`src/rtl/processor_pkg.sv`:
```
// Shared opcode constants, flag bit positions and FSM state encoding for processor_pipe.
package processor_pkg;

    localparam int unsigned FLAGS_W = 4;

    localparam logic [7:0] OPC_ADD = 8'h01;
    localparam logic [7:0] OPC_SUB = 8'h02;
    localparam logic [7:0] OPC_AND = 8'h03;
    localparam logic [7:0] OPC_OR  = 8'h04;
    localparam logic [7:0] OPC_XOR = 8'h05;
    localparam logic [7:0] OPC_NOT = 8'h06;
    localparam logic [7:0] OPC_SHL = 8'h07;
    localparam logic [7:0] OPC_SHR = 8'h08;
    localparam logic [7:0] OPC_MUL = 8'h09;
    localparam logic [7:0] OPC_MOV = 8'h0D;

    localparam logic [1:0] FLAG_Z = 2'd0;
    localparam logic [1:0] FLAG_N = 2'd1;
    localparam logic [1:0] FLAG_C = 2'd2;
    localparam logic [1:0] FLAG_V = 2'd3;

    typedef enum logic [1:0] {
        ST_IDLE = 2'd0,
        ST_EXEC = 2'd1,
        ST_HOLD = 2'd2
    } state_e;

endpackage

```
`src/rtl/proc_mul_seq.sv`:
```
// Iterative shift-add multiplier: one partial product per cycle, DATA_W cycles after start_i.
// The final step is combinational so done_c_o and product_c_o are valid in the last busy cycle.
module proc_mul_seq #(
    parameter int unsigned DATA_W = 8
) (
    input  logic                  clk,
    input  logic                  reset,
    input  logic                  start_i,
    input  logic [DATA_W-1:0]     mcand_i,
    input  logic [DATA_W-1:0]     mplier_i,
    output logic                  done_c_o,
    output logic [2*DATA_W-1:0]   product_c_o
);

    localparam int unsigned PROD_W = 2 * DATA_W;
    localparam int unsigned CNT_W  = (DATA_W > 1) ? $clog2(DATA_W) : 1;

    logic [PROD_W-1:0] acc_q, mcand_q, acc_d;
    logic [DATA_W-1:0] mplier_q;
    logic [CNT_W-1:0]  cnt_q;
    logic              busy_q;

    assign acc_d       = acc_q + (mplier_q[0] ? mcand_q : '0);
    assign done_c_o    = busy_q && (cnt_q == CNT_W'(DATA_W - 1));
    assign product_c_o = acc_d;

    always_ff @(posedge clk) begin
        if (reset) begin
            acc_q    <= '0;
            mcand_q  <= '0;
            mplier_q <= '0;
            cnt_q    <= '0;
            busy_q   <= 1'b0;
        end else if (start_i) begin
            acc_q    <= '0;
            mcand_q  <= {{DATA_W{1'b0}}, mcand_i};
            mplier_q <= mplier_i;
            cnt_q    <= '0;
            busy_q   <= 1'b1;
        end else if (busy_q) begin
            acc_q    <= acc_d;
            mcand_q  <= mcand_q << 1;
            mplier_q <= mplier_q >> 1;
            cnt_q    <= cnt_q + CNT_W'(1);
            if (done_c_o) begin
                busy_q <= 1'b0;
            end
        end
    end

endmodule

```
`src/rtl/processor_pipe.sv`:
```
// Single-issue ALU with IDLE/EXEC/HOLD handshake and registered result/flags.
// Optional iterative MUL (opcode 0x09) when PROC_MUL_EN is defined; otherwise 0x09 is illegal.
module processor_pipe
    import processor_pkg::*;
#(
    parameter int unsigned DATA_W = 8,
    parameter int unsigned OPC_W  = 8
) (
    input  logic                clk,
    input  logic                reset,
    input  logic                in_valid,
    output logic                in_ready,
    input  logic [OPC_W-1:0]    opcode,
    input  logic [DATA_W-1:0]   operand1,
    input  logic [DATA_W-1:0]   operand2,
    input  logic                out_ready,
    output logic [DATA_W-1:0]   result,
    output logic [FLAGS_W-1:0]  flags,
    output logic                ula_ready,
    output logic                op_err
);

    localparam int unsigned MSB = DATA_W - 1;

    state_e              state_q;
    logic [OPC_W-1:0]    opc_q;
    logic [DATA_W-1:0]   op1_q, op2_q, result_q, result_d;
    logic [FLAGS_W-1:0]  flags_q, flags_d;
    logic                ula_ready_q, op_err_q, op_err_d, in_ready_q;
    logic                carry_c, ovf_c, exec_wait_c;
    logic [DATA_W:0]     sum_c, diff_c;

    assign sum_c  = {1'b0, op1_q} + {1'b0, op2_q};
    assign diff_c = {1'b0, op1_q} - {1'b0, op2_q};

`ifdef PROC_MUL_EN
    logic                mul_start_c, mul_done_c;
    logic [2*DATA_W-1:0] mul_prod_c;

    assign mul_start_c = (state_q == ST_IDLE) && in_valid && (opcode == OPC_W'(OPC_MUL));
    assign exec_wait_c = (opc_q == OPC_W'(OPC_MUL)) && !mul_done_c;

    proc_mul_seq #(.DATA_W(DATA_W)) u_mul (
        .clk         (clk),
        .reset       (reset),
        .start_i     (mul_start_c),
        .mcand_i     (operand1),
        .mplier_i    (operand2),
        .done_c_o    (mul_done_c),
        .product_c_o (mul_prod_c)
    );
`else
    assign exec_wait_c = 1'b0;
`endif

    // ALU decode/evaluate on the latched command
    always_comb begin
        result_d = '0;
        carry_c  = 1'b0;
        ovf_c    = 1'b0;
        op_err_d = 1'b0;
        case (opc_q)
            OPC_W'(OPC_ADD): begin
                result_d = sum_c[DATA_W-1:0];
                carry_c  = sum_c[DATA_W];
                ovf_c    = (op1_q[MSB] == op2_q[MSB]) && (result_d[MSB] != op1_q[MSB]);
            end
            OPC_W'(OPC_SUB): begin
                result_d = diff_c[DATA_W-1:0];
                carry_c  = diff_c[DATA_W];
                ovf_c    = (op1_q[MSB] != op2_q[MSB]) && (result_d[MSB] != op1_q[MSB]);
            end
            OPC_W'(OPC_AND): result_d = op1_q & op2_q;
            OPC_W'(OPC_OR):  result_d = op1_q | op2_q;
            OPC_W'(OPC_XOR): result_d = op1_q ^ op2_q;
            OPC_W'(OPC_NOT): result_d = ~op1_q;
            OPC_W'(OPC_SHL): begin
                result_d = op1_q << 1;
                carry_c  = op1_q[MSB];
            end
            OPC_W'(OPC_SHR): begin
                result_d = op1_q >> 1;
                carry_c  = op1_q[0];
            end
            OPC_W'(OPC_MOV): result_d = op1_q;
`ifdef PROC_MUL_EN
            OPC_W'(OPC_MUL): begin
                result_d = mul_prod_c[DATA_W-1:0];
                carry_c  = |mul_prod_c[2*DATA_W-1:DATA_W];
            end
`endif
            default: op_err_d = 1'b1;
        endcase

        flags_d = '0;
        if (!op_err_d) begin
            flags_d[FLAG_Z] = (result_d == '0);
            flags_d[FLAG_N] = result_d[MSB];
            flags_d[FLAG_C] = carry_c;
            flags_d[FLAG_V] = ovf_c;
        end
    end

    // Control FSM; result/flags/op_err only move on the edge that enters HOLD
    always_ff @(posedge clk) begin
        if (reset) begin
            state_q     <= ST_IDLE;
            opc_q       <= '0;
            op1_q       <= '0;
            op2_q       <= '0;
            result_q    <= '0;
            flags_q     <= '0;
            op_err_q    <= 1'b0;
            ula_ready_q <= 1'b0;
            in_ready_q  <= 1'b1;
        end else begin
            case (state_q)
                ST_IDLE: if (in_valid) begin
                    opc_q      <= opcode;
                    op1_q      <= operand1;
                    op2_q      <= operand2;
                    in_ready_q <= 1'b0;
                    state_q    <= ST_EXEC;
                end
                ST_EXEC: if (!exec_wait_c) begin
                    result_q    <= result_d;
                    flags_q     <= flags_d;
                    op_err_q    <= op_err_d;
                    ula_ready_q <= 1'b1;
                    state_q     <= ST_HOLD;
                end
                ST_HOLD: if (out_ready) begin
                    ula_ready_q <= 1'b0;
                    in_ready_q  <= 1'b1;
                    state_q     <= ST_IDLE;
                end
                default: begin
                    ula_ready_q <= 1'b0;
                    in_ready_q  <= 1'b1;
                    state_q     <= ST_IDLE;
                end
            endcase
        end
    end

    assign in_ready  = in_ready_q;
    assign result    = result_q;
    assign flags     = flags_q;
    assign ula_ready = ula_ready_q;
    assign op_err    = op_err_q;

endmodule

```
`config.mk`:
```
export PLATFORM = sky130hd
export DESIGN_NAME = processor_pipe
export DESIGN_NICKNAME = d
export VERILOG_FILES = /design/src/rtl/processor_pkg.sv /design/src/rtl/proc_mul_seq.sv /design/src/rtl/processor_pipe.sv
export SDC_FILE = /design/constraint.sdc
export NUM_CORES = 1
export LEC_CHECK = 0
export ABC_CLOCK_PERIOD_IN_PS = 7700
export BUFFER_PORTS_ARGS = -buffer_cell sky130_fd_sc_hd__buf_2
export CAP_MARGIN = 20
export CORE_ASPECT_RATIO = 0.6
export CORE_MARGIN = 4
export CORE_UTILIZATION = 64
export CTS_BUF_LIST = sky130_fd_sc_hd__clkbuf_2
export DETAILED_ROUTE_END_ITERATION = 6
export GPL_TIMING_DRIVEN = 0
export HOLD_SLACK_MARGIN = 0.12
export MAX_ROUTING_LAYER = met4
export PLACE_DENSITY = 0.89
export SYNTH_ARGS = -nofsm -noshare
export SYNTH_HDL_FRONTEND = slang
export SYNTH_SLANG_ARGS = --single-unit
```
`constraint.sdc`:
```
create_clock -name clk -period 7.7 [get_ports clk]
set_input_delay 2.31 -clock clk [delete_from_list [all_inputs] [get_ports clk]]
set_output_delay 2.31 -clock clk [all_outputs]
set_load 0.1 [all_outputs]
```
==> run metrics, run 1 <==
sequential cell area fraction in the yosys report=0.270; fin crit share=0.463; Synth Area in XOR/XNOR=0.0144; first-pass detailed-route iteration total=7; Tightest Pin Transition=1.08 ns; WP data arrival=1.25 ns; Slew Limit Fails=0; GRT overflow=0; DRT antenna net count=0; count leader, synth=nand2_1; clk_lat worst skew=0.42 ns; CTS Buf Count=5; first-iteration detailed-routing DRC count=393; HP Class=reg -> reg; PD cells=160 nW/um^2; Sw Ratio=0.426; Synth Area in Compound Gates=0.256; Worst Setup Start Kind=flop; outcome=complete, but fails checks; kind of critical path=reg -> out; largest family of logic cells by synthesized area=simple AND/OR/NAND/NOR gates; Pint=311 uW; TNS Setup=0 ns; Worst Path Buf+Inv=1; Core Util, Final=0.735; first-pass GRT wire length=14600 um; Netlist cell types=68; Worst-path clk slew=0.26 ns; Logic pwr share=0.354; Max-Slew Margin vs Limit=0.275; Vias/cell=6.34; Die ar.=5950 um^2; fillers=379; Residual DRC=1; Syn Nets=449; gr usage total=0.323; Max Root-Sink Buffers=2; CORE AREA=4590 um^2; Crit-path slowest cell=buf_2; dpl hpwl=7090 um; Critical Path, Cell by Cell=buf_2; CTS resizes=0; Die H=61.4 um; I/O Pins=43; delay of the slowest critical-path stage=0.43 ns; CP max FO=2; area share of the largest cell type after synthesis=0.270; YS warnings=0; Worst Clk Skew=0.0174 ns; top cells by count, synth=61 x nand2_1, 46 x a21oi_1, 41 x dfxtp_1; Leak=0.00139 uW; mux cell area share after synthesis=0.0206; initial antenna violation count=0; Post-CTS Setup Inserts=0; vias in the first global route=2851; simple-gate area share of the yosys netlist=0.259; Async SR Flop Fraction=0; ys flop type=dfxtp_1; delay-heaviest family, CP=buffers and inverters; violated checks=design-rule violations; Placer Congestion=1.04; largest cells by area after synthesis=dfxtp_1 27%, ha_1 9.9%, a21oi_1 7.6%; Adder-Cell Fraction of Synth Area=0.112; WP data required=5.39 ns; CTS tree=yes; input/output buffers=41; CP endpoint kind=output pin; H-tree levels=2; Clock Tree Root=clkbuf_2; std cell rows=19; Clock power frac=0.199; Yosys reg bits=41; max-cap violation count=0; VDD IR-drop max=0.129 mV; antenna fix cells=0; number of flops mapped to enable cells by yosys=0; area leader, netlist=dfxtp_1; Routed WL per cell=18.1 um; final WL=9160 um; DR vias=3213; Die X-Extent=97.0 um; RSZ-0062 raised after global routing=no; area grow syn2layout=11.0%; Hold Buf Count CTS=0; fmax=0.281 GHz; Final Hold Vio Count=0; fin crit period=3.56 ns; fraction of layout cells with a size suffix above 1=0.178; mapped cell area=3040 um^2; Sw Pwr=230 uW; Flop pwr share=0.447; synthesized instance count=395; largest net degree at the start of global routing=16; Avg Inst Size Synth=7.69 um^2; final setup fails=0; initial core utilization=0.662; Sink Count=41; final net count=497
## stage by stage
step | hold slack (ns) | std cells | setup slack [ns] | instance area, um^2 | total power (uW)
floorplan | 0.453 | 395 | 4.23 | 3040 | 380
global placement | 0.440 | 499 | 3.98 | 3320 | 426
detailed placement | 0.447 | 499 | 3.94 | 3320 | 431
CTS | 0.472 | 507 | 4.14 | 3370 | 535
global route | 0.496 | 507 | 4.07 | 3370 | 568
finish | 0.469 | 507 | 4.14 | 3370 | 541
## flip-flops by register name (all words and copies together), names as in the netlist
signal and cells:
op2_q 8, opc_q 8, state_q 2, op1_q 8
in_ready 1, result 8, ula_ready 1, flags 4
op_err 1
## cell type report
| class | count | area (um^2) | area share |
|---|---|---|---|
| inverters | 24 | 90.1 | 0.0267 |
| flip-flops and latches | 41 | 821 | 0.243 |
| plain buffers | 24 | 119 | 0.0352 |
| well taps | 63 | 78.8 | 0.0234 |
| repair buffers | 41 | 205 | 0.0608 |
| multi-input cells | 306 | 2010 | 0.596 |
| clock buffers | 5 | 25.0 | 0.00742 |
| clock inverters | 3 | 25.0 | 0.00742 |
## path summary, 6_finish.rpt
path / slack, ns / end / from / cells past startpoint
setup / recovery: 4.14 / result[0] / result[0] / 1
hold reg to reg: 0.47 / flags[1] / flags[1] / 2
setup reg to reg: 4.48 / flags[0] / op1_q[0] / 10
hold / removal: 0.47 / flags[1] / flags[1] / 2
## metal layers
layer / vias to the layer above / part of all wire / GRT usage
met2: 221 / 0.41 / 0.458
li1: 1499 / - / -
met4: 0 / 0.016 / 0.0880
met1: 1468 / 0.45 / 0.462
met5: - / 0 / -
met3: 25 / 0.13 / 0.0713
## placed cells by master, fill, tap and decap left out, types with 3 or more instances in the layout
cell type / Yosys / routed
or2_2: 3 / 3
o2111ai_1: 4 / 4
and2_1: 5 / 5
xnor2_1: 4 / 4
nand3_1: 13 / 13
a32oi_1: 4 / 4
o21bai_1: 3 / 3
nor2_1: 25 / 25
nor2b_1: 6 / 6
dfxtp_1: 41 / 41
inv_1: 24 / 24
nand2_1: 61 / 61
a21oi_1: 46 / 46
buf_2: 8 / 49
and3_1: 5 / 5
nand2b_1: 6 / 6
nor3_1: 9 / 9
o2bb2ai_1: 5 / 5
mux2i_1: 4 / 4
nand4_1: 5 / 5
a211oi_1: 4 / 4
o21ai_0: 15 / 15
clkbuf_1: 13 / 13
nand3b_1: 5 / 5
clkbuf_2: 0 / 5
ha_1: 24 / 24
## cell families (layout without fill, tap and decap cells)
group / count (synthesis) / after routing
compound gates: 112 / 112
fa+ha+maj: 26 / 26
flops: 41 / 41
xor+xnor: 5 / 5
mux: 6 / 6
simple gates: 157 / 157
buf+inv: 48 / 97
## power groups by stage
stage / clock (uW) / sequential (uW) / combinational [uW]
floorplan: 0 / 271 / 109
global placement: 0 / 245 / 181
detailed placement: 0 / 245 / 185
CTS: 109 / 241 / 186
global route: 118 / 243 / 207
finish: 108 / 242 / 192
(Power assumes the default switching activity.)
==> inputs of run 2 (changes only) <==
--- a/config.mk
+++ b/config.mk
@@ -5,18 +5,19 @@
 export SDC_FILE = /design/constraint.sdc
 export NUM_CORES = 1
 export LEC_CHECK = 0
-export ABC_CLOCK_PERIOD_IN_PS = 7700
+export ABC_AREA = 1
+export ABC_CLOCK_PERIOD_IN_PS = 3600
 export BUFFER_PORTS_ARGS = -buffer_cell sky130_fd_sc_hd__buf_2
 export CAP_MARGIN = 20
 export CORE_ASPECT_RATIO = 0.6
 export CORE_MARGIN = 4
-export CORE_UTILIZATION = 64
+export CORE_UTILIZATION = 60
 export CTS_BUF_LIST = sky130_fd_sc_hd__clkbuf_2
 export DETAILED_ROUTE_END_ITERATION = 6
 export GPL_TIMING_DRIVEN = 0
 export HOLD_SLACK_MARGIN = 0.12
 export MAX_ROUTING_LAYER = met4
-export PLACE_DENSITY = 0.89
+export PLACE_DENSITY = 0.84
 export SYNTH_ARGS = -nofsm -noshare
 export SYNTH_HDL_FRONTEND = slang
 export SYNTH_SLANG_ARGS = --single-unit
==> constraint.sdc (replaced) <==
create_clock -name clk -period 3.6 [get_ports clk]
set_input_delay 1.08 -clock clk [delete_from_list [all_inputs] [get_ports clk]]
set_output_delay 1.08 -clock clk [all_outputs]
set_load 0.1 [all_outputs]
==> run 2 against run 1 <==
Against the previous run:
- the run still ends with design-rule violations left
- via count is 0.40% higher
- first-iteration DRC count is 5.1% lower
- final cell count is 13% higher
- non-clock buffer count is 6 lower
- combinational power grew to 2.6 times the previous value
- sequential share of layout area hardly changed
- core utilization is 1.8 points lower
- largest power group unchanged
- cell area hardly changed
- area after synthesis is 0.58% lower
- total power is 140% higher
- count of clock-buffer cells in the layout is 1 higher
- clock power grew to 2.7 times the previous value
==> run metrics, run 2 <==
HP Class=reg -> reg; Placer Congestion=1.10; first-pass GRT wire length=14700 um; vias in the first global route=2981; DRT antenna net count=0; Sw Ratio=0.423; YS warnings=0; Pint=754 uW; sequential cell area fraction in the yosys report=0.272; count leader, synth=nand2_1; fin crit period=2.60 ns; commonest non-fill, non-tap cell in the layout=nand2_1; area share of the largest cell type after synthesis=0.272; Async SR Flop Fraction=0; Sw Pwr=553 uW; Core Util, Final=0.717; first-iteration detailed-routing DRC count=373; gr usage total=0.306; dpl hpwl=7150 um; met3 usage=0.0914; CTS resizes=0; outcome=complete, but fails checks; Routed WL per cell=15.7 um; largest net degree at the start of global routing=14; initial core utilization=0.642; VDD IR-drop max=0.252 mV; largest cells by area after synthesis=dfxtp_1 27%, ha_1 9.9%, nand2_1 9.7%; fillers=428; violated checks=design-rule violations; post-route setup slack=1.00 ns; final net count=563; TNS Setup=0 ns; top cells by count, synth=78 x nand2_1, 54 x inv_1, 52 x nor2_1; Sink Count=41; ys flop type=dfxtp_1; Worst Hold Slack=0.470 ns; Worst-path clk slew=0.23 ns; fraction of layout cells with a size suffix above 1=0.169; Worst Clk Skew=0.0215 ns; Max-Slew Margin vs Limit=0.584; Avg Inst Size Synth=6.55 um^2; std cell rows=19; fmax=0.385 GHz; CTS tree=yes; Die X-Extent=99.6 um; WP data arrival=2.97 ns; CP max FO=8; M1 GR Usage=0.441; Slew Limit Fails=0; area grow syn2layout=11.7%; RSZ-0062 raised after global routing=no; CP endpoint kind=flop; Syn Nets=515; Clock power frac=0.223; initial antenna violation count=0; total power=1310 uW; first-pass detailed-route iteration total=7; Vias/cell=5.63; max-cap violation count=0; Most Crowded Layer GR=met1; Netlist cell types=31; Die H=63.0 um; fin crit share=0.722; Flop pwr share=0.399; GR Layer Usage met2=0.406; area leader, netlist=dfxtp_1; clk_lat worst skew=0.42 ns; WP data required=3.97 ns; pre-CTS setup slack=1.17 ns; Die ar.=6270 um^2; antenna fix cells=0; final WL=8980 um; Max Root-Sink Buffers=2; number of flops mapped to enable cells by yosys=0; final setup fails=0; I/O Pins=43; CORE AREA=4710 um^2; Tightest Pin Transition=0.623 ns; PD cells=387 nW/um^2; mapped cell area=3020 um^2; most frequent cells in the layout=78 x nand2_1, 54 x inv_1, 52 x nor2_1; CTS Buf Count=5; DR vias=3226; Post-CTS Setup Inserts=0; Logic pwr share=0.378; input/output buffers=41; Yosys reg bits=41; H-tree levels=2; Final Hold Vio Count=0; Hold Buf Count CTS=0; Clock Tree Root=clkbuf_2; GRT overflow=0; Leak=0.00172 uW; Residual DRC=2; kind of critical path=reg -> reg; synthesized instance count=461; Worst Setup Start Kind=flop
-- run 2: changes by cell type after synthesis, sizes merged, moves of 5 or more --
cell and change:
a211oi -5, and3 -6, inv +39, nand2 +27, nand2b -6, nand3 +38, nor2 +35, nor2b -7
nor3 -7, o21ai +24, o22ai +9, o2bb2ai -5
-- run 2: worst paths after layout --
path                            slack (ns)  cells after the start  startpoint       end
worst min register to register        0.47                      2    opc_q[5]  opc_q[5]
worst min-delay path                  0.47                      2    opc_q[5]  opc_q[5]
worst max-delay path                  1.00                     13    op1_q[1]  flags[0]
worst max register to register        1.00                     13    op1_q[1]  flags[0]
-- run 2: cell type report --
type | count | area [um^2] | area share
multi-input combinational | 339 | 1870 | 0.554
sequential | 41 | 821 | 0.243
tap | 63 | 78.8 | 0.0234
clock buffer | 6 | 30.0 | 0.00890
timing repair buffer | 41 | 205 | 0.0608
clock inverter | 2 | 38.8 | 0.0115
buffer | 18 | 93.8 | 0.0278
inverter | 63 | 236 | 0.0701
-- run 2: worst max-delay path: stages, from the launching register on --
cell,delay (ns)
dfxtp_1,0.62
inv_1,0.24
fa_1,0.50
nor2_1,0.10
nor2_1,0.06
nand3_1,0.08
nand2_1,0.05
nor2_1,0.08
nand2_1,0.06
nor2_1,0.24
nand3_1,0.12
nor2_1,0.17
nand4_1,0.11
a21oi_1,0.13
-- run 2: through the flow --
step	cell area, um^2	instances
detailed placement	3310	565
CTS	3370	573
finish	3370	573
global placement	3310	565
floorplan	3020	461
global route	3370	573
-- run 2: cells by family after synthesis --
group	synth area share
AO/OA/AOI/OAI	0.171
XOR/XNOR	0.00580
adder cells (fa/ha/maj)	0.113
buffers and inverters	0.109
flip-flops	0.272
AND/OR/NAND/NOR	0.329
-- run 2: power groups by stage --
stage                     sequential (uW)  clock, uW  combinational, uW
after floorplan                       598          0                293
after global placement                528          0                471
after detailed placement              530          0                479
after CTS                             521        293                482
after global routing                  527        319                546
final                                 522        291                494
-- run 2: per-layer routing --
layer / vias to the layer above / routed length [um]
met1: 1426 / 4250
li1: 1596 / -
met5: - / 0
met3: 22 / 1120
met4: 0 / 211
met2: 182 / 3400
